[config.mk]
export PLATFORM = sky130hd
export DESIGN_NAME = clk_div_prog_flat
export DESIGN_NICKNAME = d
export VERILOG_FILES = /design/src/rtl/clk_div_pkg.sv /design/src/rtl/clk_div_prog_if.sv /design/src/rtl/clk_div_chan.sv /design/src/rtl/clk_div_prog.sv /design/src/flat_wrapper.sv
export SDC_FILE = /design/constraint.sdc
export NUM_CORES = 1
export LEC_CHECK = 0
export ABC_AREA = 1
export CORE_MARGIN = 8
export CORE_UTILIZATION = 63
export DETAILED_ROUTE_END_ITERATION = 6
export MAX_ROUTING_LAYER = met4
export PLACE_DENSITY = 0.81
export SLEW_MARGIN = 20
export SYNTH_ARGS = -nofsm -noshare
export SYNTH_HDL_FRONTEND = slang
export SYNTH_SLANG_ARGS = --single-unit
[constraint.sdc]
create_clock -name clk -period 4.6 [get_ports clk]
set_input_delay 0.92 -clock clk [delete_from_list [all_inputs] [get_ports clk]]
set_output_delay 0.92 -clock clk [all_outputs]
set_load 0.005 [all_outputs]
[src/rtl/clk_div_pkg.sv]
// clk_div_pkg: shared constants and helpers for the programmable clock-enable divider
package clk_div_pkg;

    localparam int CNT_W_DEF = 8;

    // Select width for a channel index; never narrower than one bit.
    function automatic int clog2_min1(input int n);
        int r;
        r = 0;
        while ((1 << r) < n) r++;
        return (r < 1) ? 1 : r;
    endfunction

    // Power-on ratio of channel i: 2^(i+1), clipped to the largest w-bit value.
    function automatic int reset_ratio(input int i, input int w);
        return (i + 1 >= w) ? (1 << w) - 1 : 1 << (i + 1);
    endfunction

    // Ratios 0 and 1 are stored as written but run as /2.
    function automatic int reff(input int r);
        return (r < 2) ? 2 : r;
    endfunction

endpackage

[src/rtl/clk_div_prog_if.sv]
// clk_div_prog_if: configuration and output bundle of clk_div_prog
//   master drives cfg_we/cfg_ch/cfg_div/cfg_en/and_mask and observes div_out/tick/y;
//   slave is the divider side of the same signals.
interface clk_div_prog_if #(
    parameter int NUM_CH = 4,
    parameter int CNT_W  = clk_div_pkg::CNT_W_DEF
) ();
    localparam int CH_W = clk_div_pkg::clog2_min1(NUM_CH);
    logic              cfg_we;
    logic [CH_W-1:0]   cfg_ch;
    logic [CNT_W-1:0]  cfg_div;
    logic              cfg_en;
    logic [NUM_CH-1:0] and_mask;
    logic [NUM_CH-1:0] div_out;
    logic [NUM_CH-1:0] tick;
    logic              y;
    modport master (output cfg_we, cfg_ch, cfg_div, cfg_en, and_mask, input div_out, tick, y);
    modport slave  (input cfg_we, cfg_ch, cfg_div, cfg_en, and_mask, output div_out, tick, y);
endinterface

[src/rtl/clk_div_chan.sv]
// clk_div_chan: one divider channel (counter, live and pending ratio, enable, registered outputs)
//   clk, reset (async, active-high); sync forces a phase realign; we/cfg_div/cfg_en are the
//   decoded write for this channel; div_out is the square wave, tick marks the last period cycle.
module clk_div_chan import clk_div_pkg::*; #(
    parameter int               CNT_W    = CNT_W_DEF,
    parameter logic [CNT_W-1:0] R_INIT   = CNT_W'(2),
    parameter bit               RESET_EN = 1'b1
) (
    input  logic             clk,
    input  logic             reset,
    input  logic             sync,
    input  logic             we,
    input  logic [CNT_W-1:0] cfg_div,
    input  logic             cfg_en,
    output logic             div_out,
    output logic             tick
);
    logic [CNT_W-1:0] cnt, r_cur, pend, cnt_n, r_n, pend_n, re_cur, re_n;
    logic [CNT_W:0]   half_n;
    logic             en, run, pend_v, en_n, pend_v_n, wrap, ld_now;

    // run marks that the counter produced output last cycle; it is clear after reset
    // and while disabled so the first active cycle always starts at cnt = 0.
    always_comb begin
        re_cur   = CNT_W'(reff(int'(r_cur)));
        wrap     = run && (sync || cnt == re_cur - CNT_W'(1));
        en_n     = we ? cfg_en : en;
        ld_now   = we && (!cfg_en || !run || wrap);
        r_n      = ld_now ? cfg_div : (wrap && pend_v) ? pend : r_cur;
        pend_n   = (we && !ld_now) ? cfg_div : pend;
        pend_v_n = we ? !ld_now : (pend_v && !wrap);
        cnt_n    = (!en_n || !run || wrap) ? '0 : cnt + CNT_W'(1);
        re_n     = CNT_W'(reff(int'(r_n)));
        half_n   = ({1'b0, re_n} + (CNT_W+1)'(1)) >> 1;
    end

    always_ff @(posedge clk or posedge reset) begin
        if (reset) begin
            cnt     <= '0;
            r_cur   <= R_INIT;
            pend    <= '0;
            pend_v  <= 1'b0;
            en      <= RESET_EN;
            run     <= 1'b0;
            div_out <= 1'b0;
            tick    <= 1'b0;
        end else begin
            cnt     <= cnt_n;
            r_cur   <= r_n;
            pend    <= pend_n;
            pend_v  <= pend_v_n;
            en      <= en_n;
            run     <= en_n;
            div_out <= en_n && ({1'b0, cnt_n} < half_n);
            tick    <= en_n && (cnt_n == re_n - CNT_W'(1));
        end
    end
endmodule

[src/rtl/clk_div_prog.sv]
// clk_div_prog: multi-channel programmable clock-enable divider with masked AND output y
//   clk, reset (async, active-high); bus (slave) carries the config write, and_mask,
//   div_out, tick and y. Defining CLK_DIV_SYNC_EN adds the sync input that realigns
//   every enabled channel to cnt = 0 and applies pending ratios.
module clk_div_prog import clk_div_pkg::*; #(
    parameter int NUM_CH   = 4,
    parameter int CNT_W    = CNT_W_DEF,
    parameter bit RESET_EN = 1'b1
) (
    input  logic          clk,
    input  logic          reset,
`ifdef CLK_DIV_SYNC_EN
    input  logic          sync,
`endif
    clk_div_prog_if.slave bus
);
    logic sync_i;

`ifdef CLK_DIV_SYNC_EN
    assign sync_i = sync;
`else
    assign sync_i = 1'b0;
`endif

    // Addresses >= NUM_CH match no channel and are dropped.
    for (genvar i = 0; i < NUM_CH; i++) begin : g_ch
        clk_div_chan #(
            .CNT_W   (CNT_W),
            .R_INIT  (CNT_W'(reset_ratio(i, CNT_W))),
            .RESET_EN(RESET_EN)
        ) u_chan (
            .clk    (clk),
            .reset  (reset),
            .sync   (sync_i),
            .we     (bus.cfg_we && int'(bus.cfg_ch) == i),
            .cfg_div(bus.cfg_div),
            .cfg_en (bus.cfg_en),
            .div_out(bus.div_out[i]),
            .tick   (bus.tick[i])
        );
    end

    // Unmasked channels read as 1 so they drop out of the AND; an empty mask gives 0.
    assign bus.y = (|bus.and_mask) && (&(bus.div_out | ~bus.and_mask));
endmodule

[src/flat_wrapper.sv]
// flat-port wrapper written by rule: the top's interface ports become plain ports
module clk_div_prog_flat import clk_div_pkg::*;
#(
    parameter int NUM_CH   = 4,
    parameter int CNT_W    = CNT_W_DEF,
    parameter bit RESET_EN = 1'b1
)
  (clk, reset, bus_cfg_we, bus_cfg_ch, bus_cfg_div, bus_cfg_en, bus_and_mask, bus_div_out, bus_tick, bus_y);
  clk_div_prog_if #(.NUM_CH(NUM_CH), .CNT_W(CNT_W)) bus_i ();
  input  logic clk;
  input  logic reset;
  input wire logic [$bits(bus_i.cfg_we)-1:0] bus_cfg_we;
  input wire logic [$bits(bus_i.cfg_ch)-1:0] bus_cfg_ch;
  input wire logic [$bits(bus_i.cfg_div)-1:0] bus_cfg_div;
  input wire logic [$bits(bus_i.cfg_en)-1:0] bus_cfg_en;
  input wire logic [$bits(bus_i.and_mask)-1:0] bus_and_mask;
  output wire logic [$bits(bus_i.div_out)-1:0] bus_div_out;
  output wire logic [$bits(bus_i.tick)-1:0] bus_tick;
  output wire logic [$bits(bus_i.y)-1:0] bus_y;
  assign bus_i.cfg_we = bus_cfg_we;
  assign bus_i.cfg_ch = bus_cfg_ch;
  assign bus_i.cfg_div = bus_cfg_div;
  assign bus_i.cfg_en = bus_cfg_en;
  assign bus_i.and_mask = bus_and_mask;
  assign bus_div_out = bus_i.div_out;
  assign bus_tick = bus_i.tick;
  assign bus_y = bus_i.y;
  clk_div_prog #(.NUM_CH(NUM_CH), .CNT_W(CNT_W), .RESET_EN(RESET_EN)) u_core (.clk(clk), .reset(reset), .bus(bus_i));
endmodule
==> results.toml, run 1 <==
[status]
run_status = "completed"

[grt]
grt_first_pass_wirelength_um = 37800
grt_pass1_vias = 8024
gr-total-overflow = 0
grt_max_degree = 76
gr-usage-all-layers_pct = 25.8
antenna_found_initial = 0

[place]
gp_congestion = 0.958
preCtsSetupSlack_ns = 0.0675
port_buffers = 26
dpl.hpwl_um = 17000

[route]
dr.pass1.iters = 7
wl_per_cell_um = 15.1
vias_per_cell = 5.53
num_vias = 8564
wl_um = 23500
drtIter0Drc = 632
drc = 0
ant_nets = 0

[worst_setup_path]
path_max_fanout = 11
crit_type = "reg2reg"
required_ns = 4.95
crit_path_end_kind = "register"
crit_top_cell = "nand2_1"
arrival_ns = 4.75
slowest_delay_ns = 0.45
cp_slowest_cell = "dfrtp_1"
critPathLaunchType = "register"
reg2reg_depth = 31

[timing]
drv_slew = 0
fmax_mhz = 227
whs_ns = 0.483
finalCritPeriodShare_pct = 95.6
slew_headroom_pct = 30.5
period_needed_ns = 4.40
layout_setup_ws_ns = 0.202
hold_violations = 0
setup_viol = 0
tns_ns = 0
worst_pin_slew_ns = 1.04
rsz0062_at_grt = "yes"
finClkSkew_ns = 0.00939

[die]
die_w_um = 137
die_h_um = 137
initial_core_util_pct = 63.9
rows = 44
coreArea_um2 = 14400
pin_count = 27
dieArea_um2 = 18700

[power]
ir_drop_mv = 0.224
total_power_mw = 4.29
p_per_area_nw_per_um2 = 399
p_leak_nw = 5.38

[logic_synthesis]
synth_seq_cells = 116
yosys-top-cells-area = "dfrtp_1 (29%), nand2_1 (15%), inv_1 (6.8%), ha_1 (6.0%), nand3_1 (5.4%)"
synth_most_common_cell = "nand2_1"
ys_warn_count = 0
synth_common_cells = "nand2_1 (370), inv_1 (167), nor2_1 (118)"
synth_cell_types = 48
syn-cell-area_um2 = 9210
syn_inst = 1290
yosys.area.top_type = "dfrtp_1"
synthArstFlopShare_pct = 100
syn_avg_cell_area_um2 = 7.14
synth-edff-count = 0
yosysTopAreaCellShare_pct = 29.3
ys_seq_area_share_pct = 31.6
synth_ff_type = "dfrtp_1"
synthesis.nets = 1352

[layout]
syn2layout_area_growth_pct = 16.7
layout-drive-gt1-share_pct = 18.6
diodes = 0
ff_latch_area_um2 = 2920
num-fill-cells = 1118
nets = 1415
multiInputGateArea_um2 = 5700

[clocking]
clk_pin_slew_ns = 0.06
clk_latency_ns = 0.42
h-tree-depth = 4
numCtsBuffers = 17
root_buffer = "clkbuf_16"
cts_max_path_buffers = 2
clock-sinks = 116
cts_tree = "done"

[run]
max-cap-violations = 0

[worst_hold_path]
worst_hold_path.num_cells = 1
worstHoldPathType = "reg2reg"
## state kept, by name (all words and copies together) (netlist names)
name	cells
u_core.g_ch.u_chan.cnt	32
u_core.g_ch.u_chan.pend	32
u_core.g_ch.u_chan.r_cur	32
u_core.g_ch.u_chan.div_out	4
u_core.g_ch.u_chan.en	4
u_core.g_ch.u_chan.pend_v	4
u_core.g_ch.u_chan.run	4
u_core.g_ch.u_chan.tick	4
## critical path, delay by kind of cell (launching register included)
family	cells	cell delay (ns)
XOR/XNOR	2	0.31
AO/OA/AOI/OAI	3	0.39
AND/OR/NAND/NOR	22	2.40
adder cells (fa/ha/maj)	3	0.66
flip-flops	1	0.45
buffers and inverters	1	0.11
## what timing repair did
item | CTS | global route
setup buffers | 0 | 28
endpoints found under the setup margin | 0 | 7
hold buffers | 0 | 0
gates resized for setup | 0 | 71
endpoints found under the hold margin | 0 | 0
## per-layer routing
| layer | vias up | part of all wire (%) | global-route usage, % |
|---|---|---|---|
| li1 | 4216 | - | - |
| met5 | - | 0 | - |
| met1 | 4005 | 42 | 31.2 |
| met2 | 275 | 50 | 42.5 |
| met4 | 0 | 3.1 | 10.6 |
| met3 | 68 | 4.6 | 3.85 |
## per-stage QoR
stage	util, %	cell area (um2)	cells
CTS	71.2	10300	1520
detailed placement	66.8	9640	1489
floorplan	-	9210	1290
finish	74.6	10800	1549
global route	74.6	10800	1549
global placement	66.8	9640	1489
## cells by family after synthesis
family | Yosys count | share of synthesized area (%)
mux | 1 | 0.109
xor+xnor | 74 | 7.04
buf+inv | 207 | 9.33
fa+ha+maj | 44 | 5.98
flops | 116 | 31.6
simple gates | 738 | 38.5
compound gates | 110 | 7.39
## path summary, 6_finish.rpt
kind / slack, ns / endpoint / from
setup / recovery: 0.20 / u_core.g_ch[1].u_chan.div_out / u_core.g_ch[1].u_chan.r_cur[7]
hold / removal: 0.48 / u_core.g_ch[3].u_chan.pend[1] / u_core.g_ch[3].u_chan.pend[1]
setup reg to reg: 0.20 / u_core.g_ch[1].u_chan.div_out / u_core.g_ch[1].u_chan.r_cur[7]
hold reg to reg: 0.48 / u_core.g_ch[3].u_chan.pend[1] / u_core.g_ch[3].u_chan.pend[1]
max in group asynchronous: 2.73 / u_core.g_ch[2].u_chan.r_cur[3] / reset
min in group asynchronous: 1.06 / u_core.g_ch[3].u_chan.tick / reset
## layout make-up
| cell class | instances | share of cell area, % |
|---|---|---|
| Timing Repair Buffer | 62 | 5.05 |
| Sequential cell | 116 | 27.2 |
| Clock buffer | 22 | 4.41 |
| Clock inverter | 9 | 1.41 |
| Multi-Input combinational cell | 968 | 53.0 |
| Inverter | 188 | 6.86 |
| Tap cell | 184 | 2.14 |
## power by group
| group | switching, mW | internal [mW] | total, mW |
|---|---|---|---|
| Combinational | 0.912 | 0.560 | 1.47 |
| Sequential | 0.187 | 1.22 | 1.41 |
| Clock | 0.465 | 0.943 | 1.41 |
| Total | 1.56 | 2.73 | 4.29 |
## layout by cell type, fill, tap and decap left out, types with 4 or more instances in the layout
cell type | Yosys | routed
a21oi_1 | 24 | 23
a31o_2 | 4 | 4
buf_4 | 9 | 35
bufinv_16 | 0 | 4
clkbuf_16 | 0 | 17
clkdlybuf4s50_1 | 0 | 26
dfrtp_1 | 108 | 102
dfrtp_2 | 0 | 6
dfstp_2 | 8 | 8
ha_1 | 44 | 37
ha_2 | 0 | 7
inv_1 | 167 | 165
inv_2 | 16 | 14
inv_4 | 2 | 4
nand2_1 | 370 | 360
nand2_2 | 37 | 37
nand2_4 | 10 | 18
nand2_8 | 2 | 4
nand3_1 | 100 | 97
nand3_2 | 16 | 16
nand3_4 | 0 | 4
nand3b_1 | 4 | 4
nand4_1 | 20 | 20
nand4_2 | 5 | 4
nor2_1 | 118 | 109
nor2_2 | 17 | 17
nor2_4 | 8 | 17
nor3_1 | 13 | 13
nor3_2 | 8 | 8
o21a_1 | 21 | 21
o21ai_0 | 35 | 34
o21ai_1 | 7 | 7
o21ai_2 | 6 | 7
xnor2_1 | 19 | 19
xor2_1 | 55 | 55
Power figures use the tool's default switching activity.
==> inputs of run 2 (changes only) <==
CORE_MARGIN = 2   (was 8)
REMOVE_ABC_BUFFERS = 1   (was default)
TNS_END_PERCENT = 100   (was default)
==> run 2 against run 1 <==
Critical path depth is 1 higher. Highest routed layer unchanged. Critical path type unchanged. Via count increased by 2.1%. Worst hold slack better by 0.0094 ns. Flip-flop and latch count did not move. The run now ends with design-rule violations left. Design area up 1.4%. Count of clock-buffer cells in the layout unchanged. Die area is 17% lower. Core utilization increased by 1.1 points. Non-clock buffer count up 13. Maximum frequency decreased by 3.9%.
==> results.toml, run 2 (same netlist as run 1, synthesis figures left out) <==
[status]
run_status = "finished, violations left"
violations = "design-rule violations"

[power]
p_leak_nw = 5.46
p_per_area_nw_per_um2 = 400
total_power_mw = 4.36
ir_drop_mv = 0.226

[worst_hold_path]
worst_hold_path.num_cells = 1
worstHoldPathType = "reg2reg"
holdCritStartpoint = "u_core.g_ch[0].u_chan.pend[6]"
hold_path_end = "u_core.g_ch[0].u_chan.pend[6]"

[layout]
nets = 1429
diodes = 0
utilization_pct = 75.6
layout_commonest_cell = "nand2_1"
layout-drive-gt1-share_pct = 20.4
final_cell_mix = "nand2_1 (361), inv_1 (163), nor2_1 (106)"
num-fill-cells = 1029
final_area_um2 = 10900
layout.cells.non_filler = 1563
top_regs = "u_core.g_ch.u_chan.cnt x32, u_core.g_ch.u_chan.pend x32, u_core.g_ch.u_chan.r_cur x32"
syn2layout_area_growth_pct = 18.4

[place]
dpl.hpwl_um = 16900
placed_cells = 1486
preCtsSetupSlack_ns = 0.0637
port_buffers = 26
gp_congestion = 0.915
dpl_cell_area_um2 = 9620

[timing]
whs_ns = 0.492
drv_slew = 0
setup_viol = 0
fmax_mhz = 218
layout_setup_ws_ns = 0.0216
finClkSkew_ns = 0.00607
worst_pin_slew_ns = 0.998
period_needed_ns = 4.58
slew_headroom_pct = 33.2
rsz0062_at_grt = "yes"
tns_ns = 0
finalCritPeriodShare_pct = 99.5
hold_violations = 0

[worst_setup_path]
r2r-end = "u_core.g_ch[0].u_chan.div_out"
arrival_ns = 4.87
crit_type = "reg2reg"
r2r-start = "u_core.g_ch[0].u_chan.r_cur[6]"
slowest_delay_ns = 0.44
crit_top_cell = "nand2_1"
critPathLaunchType = "register"
reg2reg_depth = 32
required_ns = 4.89
cp_slowest_cell = "dfrtp_2"
path_max_fanout = 5
r2r_slack_ns = 0.02
crit_path_end_kind = "register"

[route]
wl_per_cell_um = 15.6
vias_per_cell = 5.60
drc = 1
num_vias = 8745
drtIter0Drc = 661
wl_um = 24400
dr.pass1.iters = 7
ant_nets = 0

[grt]
gr-total-overflow = 0
antenna_found_initial = 0
grt_first_pass_wirelength_um = 38000
grt_pass1_vias = 8071
grt_max_degree = 64
gr-usage-all-layers_pct = 30.7

[clocking]
clk_pin_slew_ns = 0.05
holdBufCountCts = 0
h-tree-depth = 4
cts_tree = "done"
root_buffer = "clkbuf_16"
numCtsBuffers = 17
clk_latency_ns = 0.42
clock-sinks = 116
cts_max_path_buffers = 2

[run]
max-cap-violations = 0

[die]
rows = 44
dieArea_um2 = 15600
die_h_um = 125
die_w_um = 125
initial_core_util_pct = 63.9
coreArea_um2 = 14400
pin_count = 27
==> run 2: changes by cell type in the layout (fill, tap and decap cells not counted), sizes merged <==
cell | before | now
buf | 36 | 49
clkinv | 7 | 5
clkinvlp | 1 | 3
nand2 | 419 | 420
==> run 2: timing repair <==
item | 4_1_cts | 5_1_grt
buffers inserted | 2 | 42
pin swaps | 1 | 34
setup endpoints to repair | 1 | 7
resized for setup | 0 | 81
gates cloned | 0 | 2
==> run 2: routing by layer <==
metal  vias to the layer above  global-route usage [%]  share of wire, %
li1                       4251                       -                 -
met4                         0                    11.2               2.4
met3                        67                    4.38               4.8
met1                      4113                    38.8                43
met5                         -                       -                 0
met2                       314                    50.7                50
==> run 2: how the worst max path moves through the flow <==
stage	end	from	depth (start not counted)	slack (ns)
after floorplan	u_core.g_ch[2].u_chan.div_out	u_core.g_ch[2].u_chan.r_cur[3]	30	0.58
after global placement	u_core.g_ch[3].u_chan.div_out	u_core.g_ch[3].u_chan.r_cur[2]	30	0.15
after detailed placement	u_core.g_ch[2].u_chan.div_out	bus_cfg_ch[1]	20	0.06
after CTS	u_core.g_ch[3].u_chan.div_out	u_core.g_ch[3].u_chan.r_cur[2]	32	0.03
after global routing	u_core.g_ch[1].u_chan.div_out	u_core.g_ch[1].u_chan.r_cur[3]	32	-0.23
final	u_core.g_ch[0].u_chan.div_out	u_core.g_ch[0].u_chan.r_cur[6]	32	0.02
==> run 2: final cells by class <==
cell class / instances / area (um2) / area share, %
inverters: 188 / 737 / 6.76
clock inverters: 9 / 150 / 1.38
flip-flops and latches: 116 / 2920 / 26.8
multi-input cells: 969 / 5740 / 52.7
clock buffers: 22 / 484 / 4.44
repair buffers: 75 / 641 / 5.87
well taps: 184 / 230 / 2.11
==> run 2: critical path: cells and delay by family, from the launching register on <==
family / cells / cell delay, ns
compound gates: 3 / 0.53
fa+ha+maj: 3 / 0.86
buf+inv: 2 / 0.26
flops: 1 / 0.44
simple gates: 24 / 2.35
==> run 2: power by group <==
group	switching (mW)	internal (mW)
logic	0.946	0.583
registers	0.185	1.22
clock network	0.466	0.957
